**config.mk**
```make
export PLATFORM = sky130hd
export DESIGN_NAME = fp_div_iter
export DESIGN_NICKNAME = d
export VERILOG_FILES = /design/src/rtl/fp_div_iter.sv
export SDC_FILE = /design/constraint.sdc
export NUM_CORES = 1
export LEC_CHECK = 0
export BUFFER_PORTS_ARGS = -buffer_cell sky130_fd_sc_hd__buf_2
export CAP_MARGIN = 40
export CELL_PAD_IN_SITES_DETAIL_PLACEMENT = 0
export CELL_PAD_IN_SITES_GLOBAL_PLACEMENT = 1
export CORE_MARGIN = 2
export CORE_UTILIZATION = 35
export DETAILED_ROUTE_END_ITERATION = 8
export GPL_TIMING_DRIVEN = 0
export PLACE_DENSITY_LB_ADDON = 0.1
export SLEW_MARGIN = 20
export SYNTH_ARGS = -nofsm -noshare
export SYNTH_HDL_FRONTEND = slang
export SYNTH_SLANG_ARGS = --single-unit
export TNS_END_PERCENT = 1
```
**constraint.sdc**
```tcl
create_clock -name clk -period 7.7 [get_ports clk]
set_input_delay 1.155 -clock clk [delete_from_list [all_inputs] [get_ports clk]]
set_output_delay 1.155 -clock clk [all_outputs]
set_load 0.01 [all_outputs]
```
**src/rtl/fp_div_iter.sv**
```systemverilog
// Iterative binary32 divider (radix-2 restoring, RNE, DAZ/FTZ) for FDIV.S.
// Specials resolve at accept; normal operands take 26 quotient steps plus one pack cycle.
module fp_div_iter (
    input  logic        clk,
    input  logic        rst,
    input  logic        start,
    input  logic        flush,
    input  logic [31:0] a_f,
    input  logic [31:0] b_f,
    input  logic [4:0]  rd_in,
    input  logic        wb_enable_in,
    output logic [31:0] result_f,
    output logic [4:0]  fflags,
    output logic [4:0]  rd_out,
    output logic        wb_enable_out,
    output logic        result_valid,
    output logic        flag_done
);
    typedef enum logic [1:0] {S_IDLE = 2'd0, S_DIVIDE = 2'd1, S_ROUND = 2'd2, S_DONE = 2'd3} state_t;

    state_t      state_q, state_d;
    logic [4:0]  cnt_q, cnt_d;
    logic [24:0] rem_q, rem_d;
    logic [25:0] quo_q, quo_d;
    logic [23:0] mb_q, mb_d;
    logic [9:0]  exp_q, exp_d;
    logic        sign_q, sign_d;
    logic [4:0]  rd_q, rd_d;
    logic        wb_q, wb_d;
    logic [31:0] result_q, result_d;
    logic [4:0]  fflags_q, fflags_d;
    logic [4:0]  rd_out_q, rd_out_d;

    logic        a_nan_s, b_nan_s, a_snan_s, b_snan_s, a_inf_s, b_inf_s, a_zero_s, b_zero_s, sign_in_s;
    logic        is_spec_s;
    logic [31:0] spec_res_s;
    logic [4:0]  spec_flags_s;

    assign a_nan_s   = (a_f[30:23] == 8'hFF) && (a_f[22:0] != 23'd0);
    assign b_nan_s   = (b_f[30:23] == 8'hFF) && (b_f[22:0] != 23'd0);
    assign a_snan_s  = a_nan_s && !a_f[22];
    assign b_snan_s  = b_nan_s && !b_f[22];
    assign a_inf_s   = (a_f[30:23] == 8'hFF) && (a_f[22:0] == 23'd0);
    assign b_inf_s   = (b_f[30:23] == 8'hFF) && (b_f[22:0] == 23'd0);
    // Subnormals are read as zero, so a zero exponent alone marks a zero operand.
    assign a_zero_s  = (a_f[30:23] == 8'd0);
    assign b_zero_s  = (b_f[30:23] == 8'd0);
    assign sign_in_s = a_f[31] ^ b_f[31];

    // Special-operand resolution, flags ordered {NV, DZ, OF, UF, NX}
    always_comb begin
        is_spec_s    = 1'b1;
        spec_res_s   = 32'h7FC0_0000;
        spec_flags_s = 5'b00000;
        if (a_nan_s || b_nan_s) begin
            spec_flags_s = (a_snan_s || b_snan_s) ? 5'b10000 : 5'b00000;
        end else if ((a_zero_s && b_zero_s) || (a_inf_s && b_inf_s)) begin
            spec_flags_s = 5'b10000;
        end else if (a_inf_s) begin
            spec_res_s = {sign_in_s, 8'hFF, 23'd0};
        end else if (b_zero_s) begin
            spec_res_s   = {sign_in_s, 8'hFF, 23'd0};
            spec_flags_s = 5'b01000;
        end else if (a_zero_s || b_inf_s) begin
            spec_res_s = {sign_in_s, 31'd0};
        end else begin
            is_spec_s = 1'b0;
        end
    end

    logic        ge_s;
    logic [24:0] rem_sub_s;
    logic        norm_hi_s, guard_s, sticky_s, rnd_up_s, inexact_s, ovf_s, unf_s;
    logic [23:0] mant_s;
    logic [24:0] mant_r_s;
    logic [9:0]  exp_n_s, exp_f_s;
    logic [22:0] frac_f_s;

    assign ge_s      = rem_q >= {1'b0, mb_q};
    assign rem_sub_s = ge_s ? (rem_q - {1'b0, mb_q}) : rem_q;

    assign norm_hi_s = quo_q[25];
    assign mant_s    = norm_hi_s ? quo_q[25:2] : quo_q[24:1];
    assign guard_s   = norm_hi_s ? quo_q[1] : quo_q[0];
    assign sticky_s  = (norm_hi_s && quo_q[0]) || (rem_q != 25'd0);
    assign exp_n_s   = norm_hi_s ? exp_q : (exp_q - 10'd1);
    assign rnd_up_s  = guard_s && (sticky_s || mant_s[0]);
    assign mant_r_s  = {1'b0, mant_s} + {24'd0, rnd_up_s};
    assign exp_f_s   = mant_r_s[24] ? (exp_n_s + 10'd1) : exp_n_s;
    assign frac_f_s  = mant_r_s[24] ? mant_r_s[23:1] : mant_r_s[22:0];
    assign inexact_s = guard_s || sticky_s;
    assign ovf_s     = $signed(exp_f_s) >= $signed(10'd255);
    assign unf_s     = $signed(exp_f_s) <= $signed(10'd0);

    // Next-state and datapath control
    always_comb begin
        state_d  = state_q;
        cnt_d    = cnt_q;
        rem_d    = rem_q;
        quo_d    = quo_q;
        mb_d     = mb_q;
        exp_d    = exp_q;
        sign_d   = sign_q;
        rd_d     = rd_q;
        wb_d     = wb_q;
        result_d = result_q;
        fflags_d = fflags_q;
        rd_out_d = rd_out_q;
        case (state_q)
            S_IDLE: begin
                if (start && !flush) begin
                    rd_d   = rd_in;
                    wb_d   = wb_enable_in;
                    sign_d = sign_in_s;
                    if (is_spec_s) begin
                        result_d = spec_res_s;
                        fflags_d = spec_flags_s;
                        rd_out_d = rd_in;
                        state_d  = S_DONE;
                    end else begin
                        rem_d   = {1'b0, 1'b1, a_f[22:0]};
                        mb_d    = {1'b1, b_f[22:0]};
                        exp_d   = {2'b00, a_f[30:23]} - {2'b00, b_f[30:23]} + 10'd127;
                        quo_d   = 26'd0;
                        cnt_d   = 5'd0;
                        state_d = S_DIVIDE;
                    end
                end else begin
                    state_d = S_IDLE;
                end
            end
            S_DIVIDE: begin
                if (flush) begin
                    state_d = S_IDLE;
                end else begin
                    rem_d = rem_sub_s << 1;
                    quo_d = {quo_q[24:0], ge_s};
                    cnt_d = cnt_q + 5'd1;
                    state_d = (cnt_q == 5'd25) ? S_ROUND : S_DIVIDE;
                end
            end
            S_ROUND: begin
                if (flush) begin
                    state_d = S_IDLE;
                end else begin
                    rd_out_d = rd_q;
                    state_d  = S_DONE;
                    if (ovf_s) begin
                        result_d = {sign_q, 8'hFF, 23'd0};
                        fflags_d = 5'b00101;
                    end else if (unf_s) begin
                        result_d = {sign_q, 31'd0};
                        fflags_d = 5'b00011;
                    end else begin
                        result_d = {sign_q, exp_f_s[7:0], frac_f_s};
                        fflags_d = {4'b0000, inexact_s};
                    end
                end
            end
            S_DONE:  state_d = S_IDLE;
            default: state_d = S_IDLE;
        endcase
    end

    // State and datapath registers
    always_ff @(posedge clk) begin
        if (rst) begin
            state_q  <= S_IDLE;
            cnt_q    <= 5'd0;
            rem_q    <= 25'd0;
            quo_q    <= 26'd0;
            mb_q     <= 24'd0;
            exp_q    <= 10'd0;
            sign_q   <= 1'b0;
            rd_q     <= 5'd0;
            wb_q     <= 1'b0;
            result_q <= 32'd0;
            fflags_q <= 5'd0;
            rd_out_q <= 5'd0;
        end else begin
            state_q  <= state_d;
            cnt_q    <= cnt_d;
            rem_q    <= rem_d;
            quo_q    <= quo_d;
            mb_q     <= mb_d;
            exp_q    <= exp_d;
            sign_q   <= sign_d;
            rd_q     <= rd_d;
            wb_q     <= wb_d;
            result_q <= result_d;
            fflags_q <= fflags_d;
            rd_out_q <= rd_out_d;
        end
    end

    // A flush landing in DONE must kill the pulse in that same cycle.
    assign result_valid  = (state_q == S_DONE) && !flush;
    assign wb_enable_out = wb_q && result_valid;
    assign flag_done     = (state_q == S_IDLE) || (state_q == S_DONE);
    assign result_f      = result_q;
    assign fflags        = fflags_q;
    assign rd_out        = rd_out_q;
endmodule
```
==> flow_summary.json, run 1 <==
{
  "final.period_utilization_pct": 77.1,
  "area_growth_syn_to_layout_pct": 17.5,
  "critPathMaxFanout": 10,
  "relSlewSlack_pct": 42.2,
  "root_buffer": "clkbuf_16",
  "layout_setup_ws_ns": 1.76,
  "ir_worst_vdd_mv": 0.142,
  "cp_top_family": "buffers and inverters",
  "crit_chain": "buf_6 -> buf_6 -> clkbuf_1 -> buf_1 -> clkbuf_1 -> mux2_2 -> ha_1 -> nand2_1 -> nor4_4 -> nand2b_1 -> nor2_1 -> a21oi_1 -> o41ai_2 -> nor4b_4 -> buf_6 -> a32o_1",
  "fin_skew_ns": 0.0129,
  "die_y_um": 171,
  "insertion_delay_ns": 0.43,
  "syn_inst": 1260,
  "initialDrtViolationCount": 761,
  "period_minus_slack_ns": 5.94,
  "hold_viol_final": 0,
  "cts.clk_slew.worst_paths_ns": 0.06,
  "syn_area_per_cell_um2": 7.73,
  "path_buf_inv": 6,
  "htreeDepth": 4,
  "power_density_nw_per_um2": 197,
  "grt_first_pass_wirelength_um": 54200,
  "pre_cts_slack_ns": 1.76,
  "worstHoldPathType": "reg2reg",
  "maxCapViolations": 0,
  "wire_per_inst_um": 19.5,
  "ctsHoldBuffers": 0,
  "grt_pass1_vias": 9307,
  "yosysMostFrequentCell": "nand2_1",
  "rsz0062_at_grt": "false",
  "setup.worst_path.class": "reg2reg",
  "finish.utilization_pct": 41.4,
  "synthesis.nets": 1378,
  "synth-seq-area-share_pct": 29.0,
  "gr-total-overflow": 0,
  "antenna_cells": 0,
  "ioPinCount": 119,
  "ctsResizeCount": 0,
  "antenna_left": 0,
  "drv_slew": 0,
  "hpwl_um": 27200,
  "gp_congestion": 0.853,
  "crit_path_max_incr_delay_ns": 0.66,
  "tns_ns": 0,
  "cts_setup_buffers": 0,
  "yosysTopAreaCell": "dfxtp_1",
  "fp.dieW_um": 171,
  "vias": 10100,
  "core-area_um2": 27600,
  "cp.required_ns": 8.02,
  "drc": 0,
  "clock_path_buffers": 2,
  "ys.flop_type": "dfxtp_1",
  "crit_slowest_cell": "o41ai_2",
  "ys_ff_latch": 141,
  "cp.arrival_ns": 6.25,
  "synth.cell_area_um2": 9740,
  "worstSetupStartpointType": "register",
  "routed_wl_um": 34900,
  "yosysTopAreaCellShare_pct": 29.0,
  "crit_top_cell": "buf_6",
  "via_per_inst": 5.63,
  "synth_area_leaders": "dfxtp_1, nand2_1, a21oi_1, ha_1, nand3_1",
  "cts_tree": "yes",
  "cts-buffers-inserted": 17,
  "synth_cell_type_count": 93,
  "worst_setup_path_end_kind": "register",
  "synth_edf_count": 0,
  "drive_gt1_share_pct": 14.5,
  "p_leak_nw": 4.30,
  "grt_usage_pct": 24.2,
  "antenna_found_initial": 0,
  "setup_violations": 0,
  "synthArstFlopShare_pct": 0,
  "synth_common_cells": "nand2_1, dfxtp_1, a21oi_1",
  "yosysWarningCount": 0,
  "grt_max_degree": 17,
  "final_nets": 1516,
  "fmax_ghz": 0.168,
  "tightest_slew_ns": 0.845,
  "row_count": 61,
  "status": "completed",
  "initial_core_util_pct": 35.3,
  "portBuffers": 116,
  "cts.sinks": 141,
  "first_pass_iters": 6,
  "die_area_um2": 29200
}
## path summary, 6_finish.rpt
check	depth (start not counted)	from	slack [ns]	to
setup / recovery	16	quo_q[25]	1.76	result_f[19]
setup reg to reg	16	quo_q[25]	1.76	result_f[19]
hold reg to reg	2	rd_q[4]	0.45	rd_q[4]
hold / removal	2	rd_q[4]	0.45	rd_q[4]
## layout by cell type, fill, tap and decap left out, types with 17 or more instances in the layout
cell,n
nor3_1,30
a211oi_1,25
inv_1,61
nor4_1,20
clkbuf_1,64
buf_2,118
ha_1,42
mux2i_1,17
nand3_1,73
nand2_1,172
xnor2_1,25
xor2_1,17
nor2_1,93
dfxtp_1,141
o21ai_0,37
clkbuf_16,17
a21oi_1,117
## state kept, by name (all words and copies together) (netlist names), 10 cells and up
signal and count:
result_f 32, rem_q 25, mb_q 24, quo_q 26, exp_q 10
## where the power goes
part | internal, mW | total [mW] | switching [mW]
logic | 0.211 | 0.578 | 0.367
clock network | 0.550 | 0.909 | 0.359
registers | 0.750 | 0.771 | 0.0215
total | 1.51 | 2.26 | 0.747
## kinds of logic after synthesis
family	share of synthesized area [%]
DFF	29.0
muxes	1.98
adders and majority gates	5.81
buffers and inverters	6.56
and+or+nand+nor	25.6
xor gates and xnor gates	3.78
AOI/OAI and AO/OA	27.3
## worst register-to-register path, stage by stage (launching register included)
cell and delay (ns):
dfxtp_1 0.40, buf_6 0.19, buf_6 0.18, clkbuf_1 0.57, buf_1 0.54, clkbuf_1 0.54, mux2_2 0.28, ha_1 0.21
nand2_1 0.15, nor4_4 0.49, nand2b_1 0.25, nor2_1 0.58, a21oi_1 0.21, o41ai_2 0.66, nor4b_4 0.16, buf_6 0.20
a32o_1 0.24
## per-stage QoR
stage	instance area [um2]	hold WS, ns	total power, mW	cells
2_1_floorplan	9740	0.432	1.18	1260
4_1_cts	11400	0.456	2.27	1788
3_5_place_dp	10800	0.443	1.36	1756
3_3_place_gp	10800	0.442	1.35	1754
5_1_grt	11400	0.471	2.36	1789
6_report	11400	0.452	2.26	1789
## per-layer routing
layer / global-route usage (%) / part of all wire, % / vias to the layer above
li1: - / - / 4954
met1: 33.7 / 48 / 4763
met3: 3.22 / 4.7 / 43
met4: 6.82 / 2.2 / 0
met5: 0 / 0 / -
met2: 39.1 / 45 / 305
## cell type report
class,count,area (um2)
Buffer,83,410
Clock buffer,18,429
Clock inverter,14,204
Fill cell,3010,16200
Inverter,61,229
Multi-Input combinational cell,975,6280
Sequential cell,141,2820
Tap cell,378,473
Timing Repair Buffer,119,601
No activity file was read; power rests on OpenSTA's default activity.
==> run 2: changes to the inputs <==
- clock period: 7.7 -> 5.6 ns (I/O delays scaled with it)
==> flow_summary.json, run 2 (same netlist as run 1, synthesis figures left out) <==
{
  "status": "completed",
  "ctsHoldBuffers": 0,
  "worstSetupStartpointType": "register",
  "htreeDepth": 4,
  "root_buffer": "clkbuf_16",
  "die_area_um2": 29200,
  "setup_violations": 0,
  "grt_pass1_vias": 9297,
  "final.period_utilization_pct": 93.4,
  "portBuffers": 116,
  "wire_per_inst_um": 19.4,
  "antenna_found_initial": 0,
  "critPathMaxFanout": 19,
  "drv_slew": 0,
  "vias": 10100,
  "rsz0062_at_grt": "false",
  "initial_core_util_pct": 35.3,
  "area_growth_syn_to_layout_pct": 17.6,
  "cp.required_ns": 5.92,
  "cts.sinks": 141,
  "via_per_inst": 5.64,
  "gr-total-overflow": 0,
  "row_count": 61,
  "worstHoldPathType": "reg2reg",
  "worst_setup_path_end_kind": "register",
  "relSlewSlack_pct": 41.4,
  "hold_viol_final": 0,
  "ioPinCount": 119,
  "fp.dieW_um": 171,
  "cp.arrival_ns": 5.55,
  "wl_met3_um": 1570,
  "cts-buffers-inserted": 17,
  "cts_tree": "yes",
  "final_cell_mix": "nand2_1, dfxtp_1, buf_2",
  "tightest_slew_ns": 0.857,
  "highest_layer": "met4",
  "wirelength_met1_um": 16900,
  "largest_register_ffs": 32,
  "clock_path_buffers": 2,
  "fin_skew_ns": 0.0122,
  "routed_wl_um": 34800,
  "ir_worst_vdd_mv": 0.196,
  "antenna_left": 0,
  "tns_ns": 0,
  "final_common_cell": "nand2_1",
  "grt_usage_pct": 24.1,
  "antenna_cells": 0,
  "whs_ns": 0.452,
  "insertion_delay_ns": 0.43,
  "hpwl_um": 27200,
  "die_y_um": 171,
  "grt_max_degree": 20,
  "cts.clk_slew.worst_paths_ns": 0.06,
  "drc": 0,
  "gp_congestion": 0.853,
  "setup.worst_path.class": "reg2reg",
  "dr_wl_met2_um": 15600,
  "core-area_um2": 27600,
  "maxCapViolations": 0,
  "grt_first_pass_wirelength_um": 54100,
  "initialDrtViolationCount": 817,
  "power_density_nw_per_um2": 271,
  "first_pass_iters": 5,
  "final_nets": 1516,
  "fmax_ghz": 0.191,
  "drive_gt1_share_pct": 14.7,
  "p_leak_nw": 4.30,
  "period_minus_slack_ns": 5.23,
  "finish.utilization_pct": 41.5
}
[run 2: changes by cell type in the layout (fill, tap and decap cells not counted)]
cell	before	now
clkbuf_1	64	62
buf_4	3	4
clkbuf_2	1	2
nor2_1	93	92
nor2_2	2	3
[run 2: final cells by class]
cell class | count | area (um2)
plain buffers | 82 | 408
clock buffers | 18 | 429
clock inverters | 14 | 204
fillers | 3012 | 16200
inverters | 61 | 229
multi-input cells | 975 | 6280
flip-flops and latches | 141 | 2820
well taps | 378 | 473
repair buffers | 120 | 608
[run 2: per-stage QoR]
stage | area, um2 | worst slack [ns] | power, mW | cells
after global placement | 10800 | -0.392 | 1.86 | 1754
after global routing | 11500 | 0.0196 | 3.25 | 1789
after CTS | 11400 | 0.256 | 3.12 | 1787
after detailed placement | 10800 | -0.338 | 1.87 | 1756
after floorplan | 9740 | 1.21 | 1.62 | 1260
final | 11500 | 0.368 | 3.10 | 1789
[run 2: report_power, final]
group          switching (mW)  leakage, nW  internal [mW]
combinational           0.502         2.85          0.290
clock                   0.493        0.304          0.756
sequential             0.0294         1.14           1.03
[run 2: metal layers]
metal | up-vias | track usage, %
met5 | - | 0
met4 | 0 | 6.74
met3 | 40 | 3.22
met2 | 274 | 38.9
met1 | 4801 | 33.6
li1 | 4967 | -
[run 2: what timing repair did]
item,in CTS,in global routing
gates resized for setup,2,0
endpoints found under the hold margin,0,0
endpoints found under the setup margin,32,23
pin swaps,0,1
setup buffers,0,1
[run 2: final timing paths]
kind,start,end,slack (ns),cells past startpoint
setup reg to reg,quo_q[25],result_f[19],0.37,16
hold reg to reg,rd_q[4],rd_q[4],0.45,2
hold / removal,rd_q[4],rd_q[4],0.45,2
setup / recovery,quo_q[25],result_f[19],0.37,16
[run 2: critical path, stage by stage (launching register included)]
cell and delay [ns]:
dfxtp_1 0.41, buf_6 0.19, buf_6 0.23, clkbuf_1 0.39, clkbuf_1 0.48, nand2_1 0.13, a21boi_0 0.21, ha_1 0.25
nand2_1 0.15, or4_1 0.61, nor2_2 0.37, a41oi_1 0.18, o221a_2 0.31, o41ai_2 0.60, nor4b_4 0.16, buf_6 0.19
a32o_1 0.24
